$ cat config.mk
export PLATFORM = sky130hd
export DESIGN_NAME = link_frame_decoder
export DESIGN_NICKNAME = d
export VERILOG_FILES = /design/src/rtl/link_frame_decoder.sv
export SDC_FILE = /design/constraint.sdc
export NUM_CORES = 1
export LEC_CHECK = 0
export CORE_MARGIN = 5
export CORE_UTILIZATION = 30
export DETAILED_ROUTE_END_ITERATION = 10
export GPL_TIMING_DRIVEN = 0
export SETUP_SLACK_MARGIN = 0.5
export SYNTH_ARGS = -nofsm -noshare
export SYNTH_HDL_FRONTEND = slang
export SYNTH_SLANG_ARGS = --single-unit
$ cat constraint.sdc
create_clock -name clk -period 2.4 [get_ports clk]
set_clock_uncertainty 0.1 [all_clocks]
set_input_delay 0.48 -clock clk [delete_from_list [all_inputs] [get_ports clk]]
set_output_delay 0.48 -clock clk [all_outputs]
set_load 0.02 [all_outputs]
$ cat src/rtl/link_frame_decoder.sv
// Receive-side framer: hunts for SYNC_WORD, collects a 7-word game-state frame,
// verifies the XOR checksum and commits all fields atomically; a watchdog tracks link health.
module link_frame_decoder #(
    parameter logic [15:0] SYNC_WORD      = 16'hB10B,
    parameter int unsigned TIMEOUT_CYCLES = 6_500_000,
    parameter int unsigned TIMEOUT_W      = 23
) (
    input  logic        clk,
    input  logic        rst,
    input  logic [15:0] rx_data,
    input  logic        rx_valid,
    output logic [11:0] pl2_posx,
    output logic [11:0] pl2_posy,
    output logic [11:0] ball_posx,
    output logic [11:0] ball_posy,
    output logic [3:0]  pl1_score,
    output logic [3:0]  pl2_score,
    output logic        flag_point,
    output logic        end_game,
    output logic        frame_valid,
    output logic        link_up,
    output logic [7:0]  err_cnt
);

    typedef enum logic [1:0] {HUNT, COLLECT, CHECK} state_t;

    localparam logic [TIMEOUT_W-1:0] WD_LAST   = TIMEOUT_W'(TIMEOUT_CYCLES - 1);
    localparam logic [TIMEOUT_W-1:0] WD_EXPIRE = TIMEOUT_W'(TIMEOUT_CYCLES - 2);

    state_t               state, state_next;
    logic [2:0]           idx;
    logic [15:0]          acc;
    logic [11:0]          sh_px, sh_py, sh_bx, sh_by;
    logic [9:0]           sh_w5;
    logic [TIMEOUT_W-1:0] wd;

    logic start, store, reject, commit, nibble_bad, expire;

    // Expiry fires on the edge where the counter reaches its final value, so it is a single event
    assign expire = (wd == WD_EXPIRE);

    always_ff @(posedge clk) begin
        if (rst) state <= HUNT;
        else     state <= state_next;
    end

    always_comb begin
        state_next = state;
        case (state)
            HUNT:    if (start) state_next = COLLECT;
            COLLECT: begin
                if (reject)                       state_next = HUNT;
                else if (store && idx == 3'd5)    state_next = CHECK;
            end
            CHECK:   if (rx_valid) state_next = HUNT;
            default: state_next = HUNT;
        endcase
        if (expire) state_next = HUNT;
    end

    always_comb begin
        start      = 1'b0;
        store      = 1'b0;
        reject     = 1'b0;
        commit     = 1'b0;
        nibble_bad = (rx_data[15:12] != 4'h0) && (idx != 3'd5);
        case (state)
            HUNT:    start = rx_valid && (rx_data == SYNC_WORD);
            COLLECT: begin
                store  = rx_valid && !nibble_bad;
                reject = rx_valid && nibble_bad;
            end
            CHECK:   begin
                commit = rx_valid && (rx_data == acc);
                reject = rx_valid && (rx_data != acc);
            end
            default: ;
        endcase
    end

    always_ff @(posedge clk) begin
        if (rst) begin
            idx         <= 3'd1;
            acc         <= '0;
            sh_px       <= '0;
            sh_py       <= '0;
            sh_bx       <= '0;
            sh_by       <= '0;
            sh_w5       <= '0;
            pl2_posx    <= '0;
            pl2_posy    <= '0;
            ball_posx   <= '0;
            ball_posy   <= '0;
            pl1_score   <= '0;
            pl2_score   <= '0;
            flag_point  <= 1'b0;
            end_game    <= 1'b0;
            frame_valid <= 1'b0;
            link_up     <= 1'b0;
            err_cnt     <= '0;
            wd          <= '0;
        end else begin
            if (start) begin
                idx <= 3'd1;
                acc <= '0;
            end
            if (store) begin
                acc <= acc ^ rx_data;
                idx <= idx + 3'd1;
                case (idx)
                    3'd1:    sh_px <= rx_data[11:0];
                    3'd2:    sh_py <= rx_data[11:0];
                    3'd3:    sh_bx <= rx_data[11:0];
                    3'd4:    sh_by <= rx_data[11:0];
                    default: sh_w5 <= {rx_data[15:8], rx_data[1:0]};
                endcase
            end

            frame_valid <= commit;
            if (commit) begin
                pl2_posx   <= sh_px;
                pl2_posy   <= sh_py;
                ball_posx  <= sh_bx;
                ball_posy  <= sh_by;
                pl1_score  <= sh_w5[9:6];
                pl2_score  <= sh_w5[5:2];
                flag_point <= sh_w5[1];
                end_game   <= sh_w5[0];
            end

            if (reject && err_cnt != 8'hFF) err_cnt <= err_cnt + 8'd1;

            if (commit)              wd <= '0;
            else if (wd != WD_LAST)  wd <= wd + 1'b1;

            if (commit)      link_up <= 1'b1;
            else if (expire) link_up <= 1'b0;
        end
    end

endmodule

; Word-level counts from Yosys, hierarchy flattened
; Index checks and enable logic that the tools add are counted.
[word_totals]
word_cells = 79
out_inout_bits = 68
reg_bits = 170
in_bits = 19
[op_classes]
n_mux = 15
n_eq_ne = 17
n_bitwise = 2
add_sub_neg = 3
n_reduce_logical = 22
[op_table]
columns = operator, n
row1 = $mux W16, 2
row2 = $add A23 B1 Y23 const B, 1
row3 = $eq A23 B23 Y1 const B, 1
row4 = $ne A23 B23 Y1 const B, 1
row5 = $eq A16 B16 Y1, 1
row6 = $eq A16 B16 Y1 const B, 1
row7 = $ne A16 B16 Y1, 1
row8 = $xor A16 B16 Y16, 1
row9 = $reduce_and A2 Y1, 5
row10 = $add A8 B1 Y8 const B, 1
row11 = $logic_and A1 B1 Y1, 8
row12 = $mux W2, 4
row13 = $ne A8 B8 Y1 const B, 1
row14 = $eq A3 B2 Y1 const B, 2
row15 = $eq A3 B3 Y1 const B, 2
row16 = $mux W3, 2
row17 = $ne A3 B3 Y1 const B, 2
row18 = $pmux W2 S3, 1
row19 = $mux W1, 5
row20 = $ne A2 B2 Y1 const B, 2
row21 = $reduce_bool A2 Y1, 2
row22 = $reduce_bool A4 Y1, 1
row23 = $reduce_or A2 Y1, 2
row24 = $reduce_or A4 Y1, 1
row25 = 9 further kinds, 9

; Longest topological paths before layout
; Gate-level depths: netlist of the first run.
[depth]
ltp_word = 9
depth_mapped = 10

; Worst setup path after synthesis of the first run
; OpenSTA, ideal clock, no wires.
[synth_timing]
path_type = input to register
from = in rx_data[7]
to = reg ball_posx[0]
path_slack_ns = 0.083
cell_stages = 7
t_required_ns = 2.241
arrival_ns = 2.158
path_cell_list = buf_2 xnor2_2 nand4_1 or4_4 nor4b_4 buf_6 a22o_1
[synth_via]
elab_chain_cells = 3
[synth_lines]
columns = element, line_no
row1 = start: declaration, 10  ; input logic [15:0] rx_data,
row2 = $eq A16 B16 Y1, 74  ; commit = rx_valid && (rx_data == acc);
row3 = $logic_and A1 B1 Y1, 74
row4 = $mux W1, 67  ; case (state)
row5 = end signal: assignment, 92  ; ball_posx <= '0;
row6 = end signal: assignment, 123  ; ball_posx <= sh_bx;
row7 = end: declaration, 14  ; output logic [11:0] ball_posx,
; No other way between the ends.
; A chain may end at the register's enable or synchronous reset.

; Worst setup path in the final report of the first run
[layout_timing]
from = in rx_data[9]
to = reg pl2_posy[4]
[layout_via]
elab_chain_cells = 3
[layout_lines]
columns = element, line_no
row1 = $eq A16 B16 Y1, 74
row2 = $logic_and A1 B1 Y1, 74
row3 = $mux W1, 67
row4 = end signal: assignment, 122  ; pl2_posy <= sh_py;
row5 = end: declaration, 13  ; output logic [11:0] pl2_posy,
; No other way between the ends.

==> results by group, run 1 <==
Critical path
  • Critical path's slowest cell: or4_4
  • Crit path required time: 2.67 ns
  • Critical path startpoint category: primary input
  • Critical Path Fanout Max: 10
  • Crit-path cells: buf_2, xnor2_2, nand4_1, or4_4, nor4b_4, buf_12, buf_8, a22o_1
  • R2r startpoint: acc[10]
  • Crit path kind: in -> reg
  • WP buf/inv: 3
  • Delay-heaviest family, CP: simple AND/OR/NAND/NOR gates
  • Setup crit end kind: flop
  • Crit path DAT: 2.44 ns
  • RR Endpoint: pl2_posy[4]
  • Worst path max stage delay: 0.57 ns
  • Cell count of the worst reg-to-reg path: 7
  • Worst R2R Setup Slack: 0.25 ns

Global route
  • Pin count of the biggest net entering global routing: 19
  • First-pass GRT wire length: 29100 um
  • GR Util All Layers: 14.0%
  • Initial antenna violation count: 0
  • Number of global-route vias before repair: 5393
  • Total congestion overflow: 0

Hold path
  • Hold crit path type: in -> reg
  • Worst hold stages: 3
  • Origin of the worst min-delay path: rx_data[2]
  • Hold EP: sh_px[2]

Placement
  • DP Cell Count: 1076
  • HPWL after detailed placement: 12100 um
  • Gpl congestion: 0.796
  • # port buffers: 73

Yosys
  • Most area-consuming cells after synthesis: dfxtp_1 (50%), a22o_1 (7.5%), nand2_1 (4.6%), nor2_1 (4.6%), a21oi_1 (4.3%)
  • Async S/R FF share, synth: 0%
  • Top cell type's share of synthesized area: 50.4%
  • Yosys cell types: 52
  • Post-synth EDFFs: 0
  • Top cells by count, synth: dfxtp_1 (170), nand2_1 (83), nor2_1 (83)
  • Ys flop type: dfxtp_1
  • Synthesized area per cell: 9.34 um^2
  • Yosys warnings: 0
  • Yosys reg bits: 170
  • Gate count after technology mapping: 723
  • Cell area after synthesis: 0.00675 mm^2
  • Sequential area share after synthesis: 50.4%
  • Count leader, synth: dfxtp_1
  • Syn_nets: 753
  • Yosys top cell by area: dfxtp_1

Clock network
  • Worst-path clk slew: 0.07 ns
  • Num CTS Buffers: 17
  • CTS Sinks: 170
  • Cts hold-fix bufs: 0
  • CTS Root Cell: clkbuf_16
  • CTS H-tree lvls: 4
  • CTS tree: built
  • Max Root-Sink Buffers: 2
  • Worst skew pair latency: 0.42 ns

Routing
  • Initial DRC count: 313
  • TritonRoute pass-1 iters: 4
  • Via-per-instance ratio: 4.85
  • Routed Antenna Nets: 0
  • Final wirelength: 18400 um
  • Via count of the routed design: 5542
  • DRC violations left: 0
  • Wire per inst: 16.1 um

Cells and area
  • Storage cell area: 0.00342 mm^2
  • Final nets: 879
  • Antenna diodes: 0
  • Fillers: 2176
  • Area of the multi-input gates: 0.00338 mm^2
  • P&R area growth vs syn: 36.6%
  • Final Non-Filler Cells: 1142
  • Share of cells above drive strength 1: 22.4%

STA
  • Min Tclk post-route: 2.17 ns
  • Final Cycle Share: 90.2%
  • Setup violators final: 0
  • WHS: 0.239 ns
  • RSZ-0062 raised after global routing: true
  • Slew Limit Fails: 0
  • Worst-Margin Slew: 0.556 ns
  • Count of final hold-check violations: 0
  • Fmax: 462 MHz
  • Setup TNS: 0 ns
  • Max-Slew Margin vs Limit: 63.0%

Floorplanning
  • IO Count: 87
  • FP Rows: 54
  • Die Y: 160 um
  • Starting Density: 30.7%
  • Total die area: 0.0256 mm^2
  • Core footprint: 0.0220 mm^2
  • Horiz. Die Dim: 160 um

Pwr
  • Pwr Density: 644 mW/mm^2
  • Peak VDD IR: 0.393 mV
  • Leakage: 3.72 nW
  • Total chip power: 5.94 mW

Status
  • Outcome: complete, no violations

Job
  • Max Cap Violations: 0
-- cells in the final DEF (no fill, tap or decap), types with 8 or more instances in the layout --
cell,instances
a21oi_1,51
a22o_1,58
buf_4,31
buf_6,10
buf_8,8
clkbuf_16,18
clkbuf_2,18
dfxtp_1,159
dfxtp_2,11
dlygate4sd2_1,67
inv_1,8
mux2i_1,22
nand2_1,82
nand3_1,24
nand3b_1,16
nand4_1,11
nor2_1,75
o21ai_1,17
xnor2_1,18
xor2_1,12
-- stage by stage --
stage	area [um^2]	util [%]	setup slack, ns
after CTS	8930	40.5	0.214
after global routing	9220	41.9	0.162
final	9220	41.9	0.234
after floorplan	6840	-	0.0921
after global placement	7920	35.9	-0.957
after detailed placement	7920	35.9	-0.977
-- worst min-delay path, stage by stage --
cell     delay [ns]
buf_8          0.13
nand2_1        0.06
a21oi_1        0.05
-- state kept, by name, summed over array words and instances (netlist names), 8 cells and up --
name and count:
err_cnt 8, sh_bx 12, ball_posy 12, wd 23, sh_w5 10, sh_by 12
ball_posx 12, pl2_posy 12, sh_py 12, sh_px 12, acc 16, pl2_posx 12
-- final cells by class --
cell class,count,share of cell area [%]
well taps,280,3.80
plain buffers,50,4.79
clock buffers,17,4.61
flip-flops and latches,170,37.1
clock inverters,15,2.16
inverters,10,0.407
multi-input cells,493,36.7
repair buffers,107,10.5
-- metal layers --
layer,track usage (%),share of wire [%]
met1,17.9,46
met2,22.9,47
met3,3.79,4.7
met4,4.61,2.1
met5,0,0
-- what timing repair did --
action,4_1_cts,5_1_grt
pin swaps,22,23
endpoints found under the hold margin,0,0
endpoints found under the setup margin,238,170
gates cloned,1,1
buffers inserted,19,13
gates resized for setup,165,64
-- worst max path at each step --
| stage | from | end | slack (ns) | depth (start not counted) |
|---|---|---|---|---|
| 3_3_place_gp | rx_data[12] | pl2_posx[5] | -0.96 | 7 |
| 5_1_grt | acc[4] | pl2_posy[2] | 0.16 | 7 |
| 6_report | rx_data[9] | pl2_posy[4] | 0.23 | 8 |
| 3_5_place_dp | rx_data[12] | pl1_score[1] | -0.98 | 7 |
| 4_1_cts | acc[14] | pl2_posx[4] | 0.21 | 7 |
| 2_1_floorplan | rx_data[2] | ball_posx[10] | 0.09 | 7 |
-- logic make-up after synthesis --
group / synth area share (%)
mux: 4.22
simple gates: 18.3
compound gates: 15.8
xor+xnor: 4.87
fa+ha+maj: 2.04
flops: 50.4
buf+inv: 4.39
-- power breakdown --
part	switching (mW)	total (mW)	internal (mW)	leakage, nW
Sequential	0.00578	2.83	2.82	1.37
Clock	1.31	2.91	1.60	0.305
Combinational	0.140	0.199	0.0590	2.05
Power figures use the tool's default switching activity.
==> inputs of run 2 (changes only) <==
- CAP_MARGIN: not set -> 10
==> results of run 2 <==
Same layout as run 1: the final DEF is identical, and so are final timing and power.
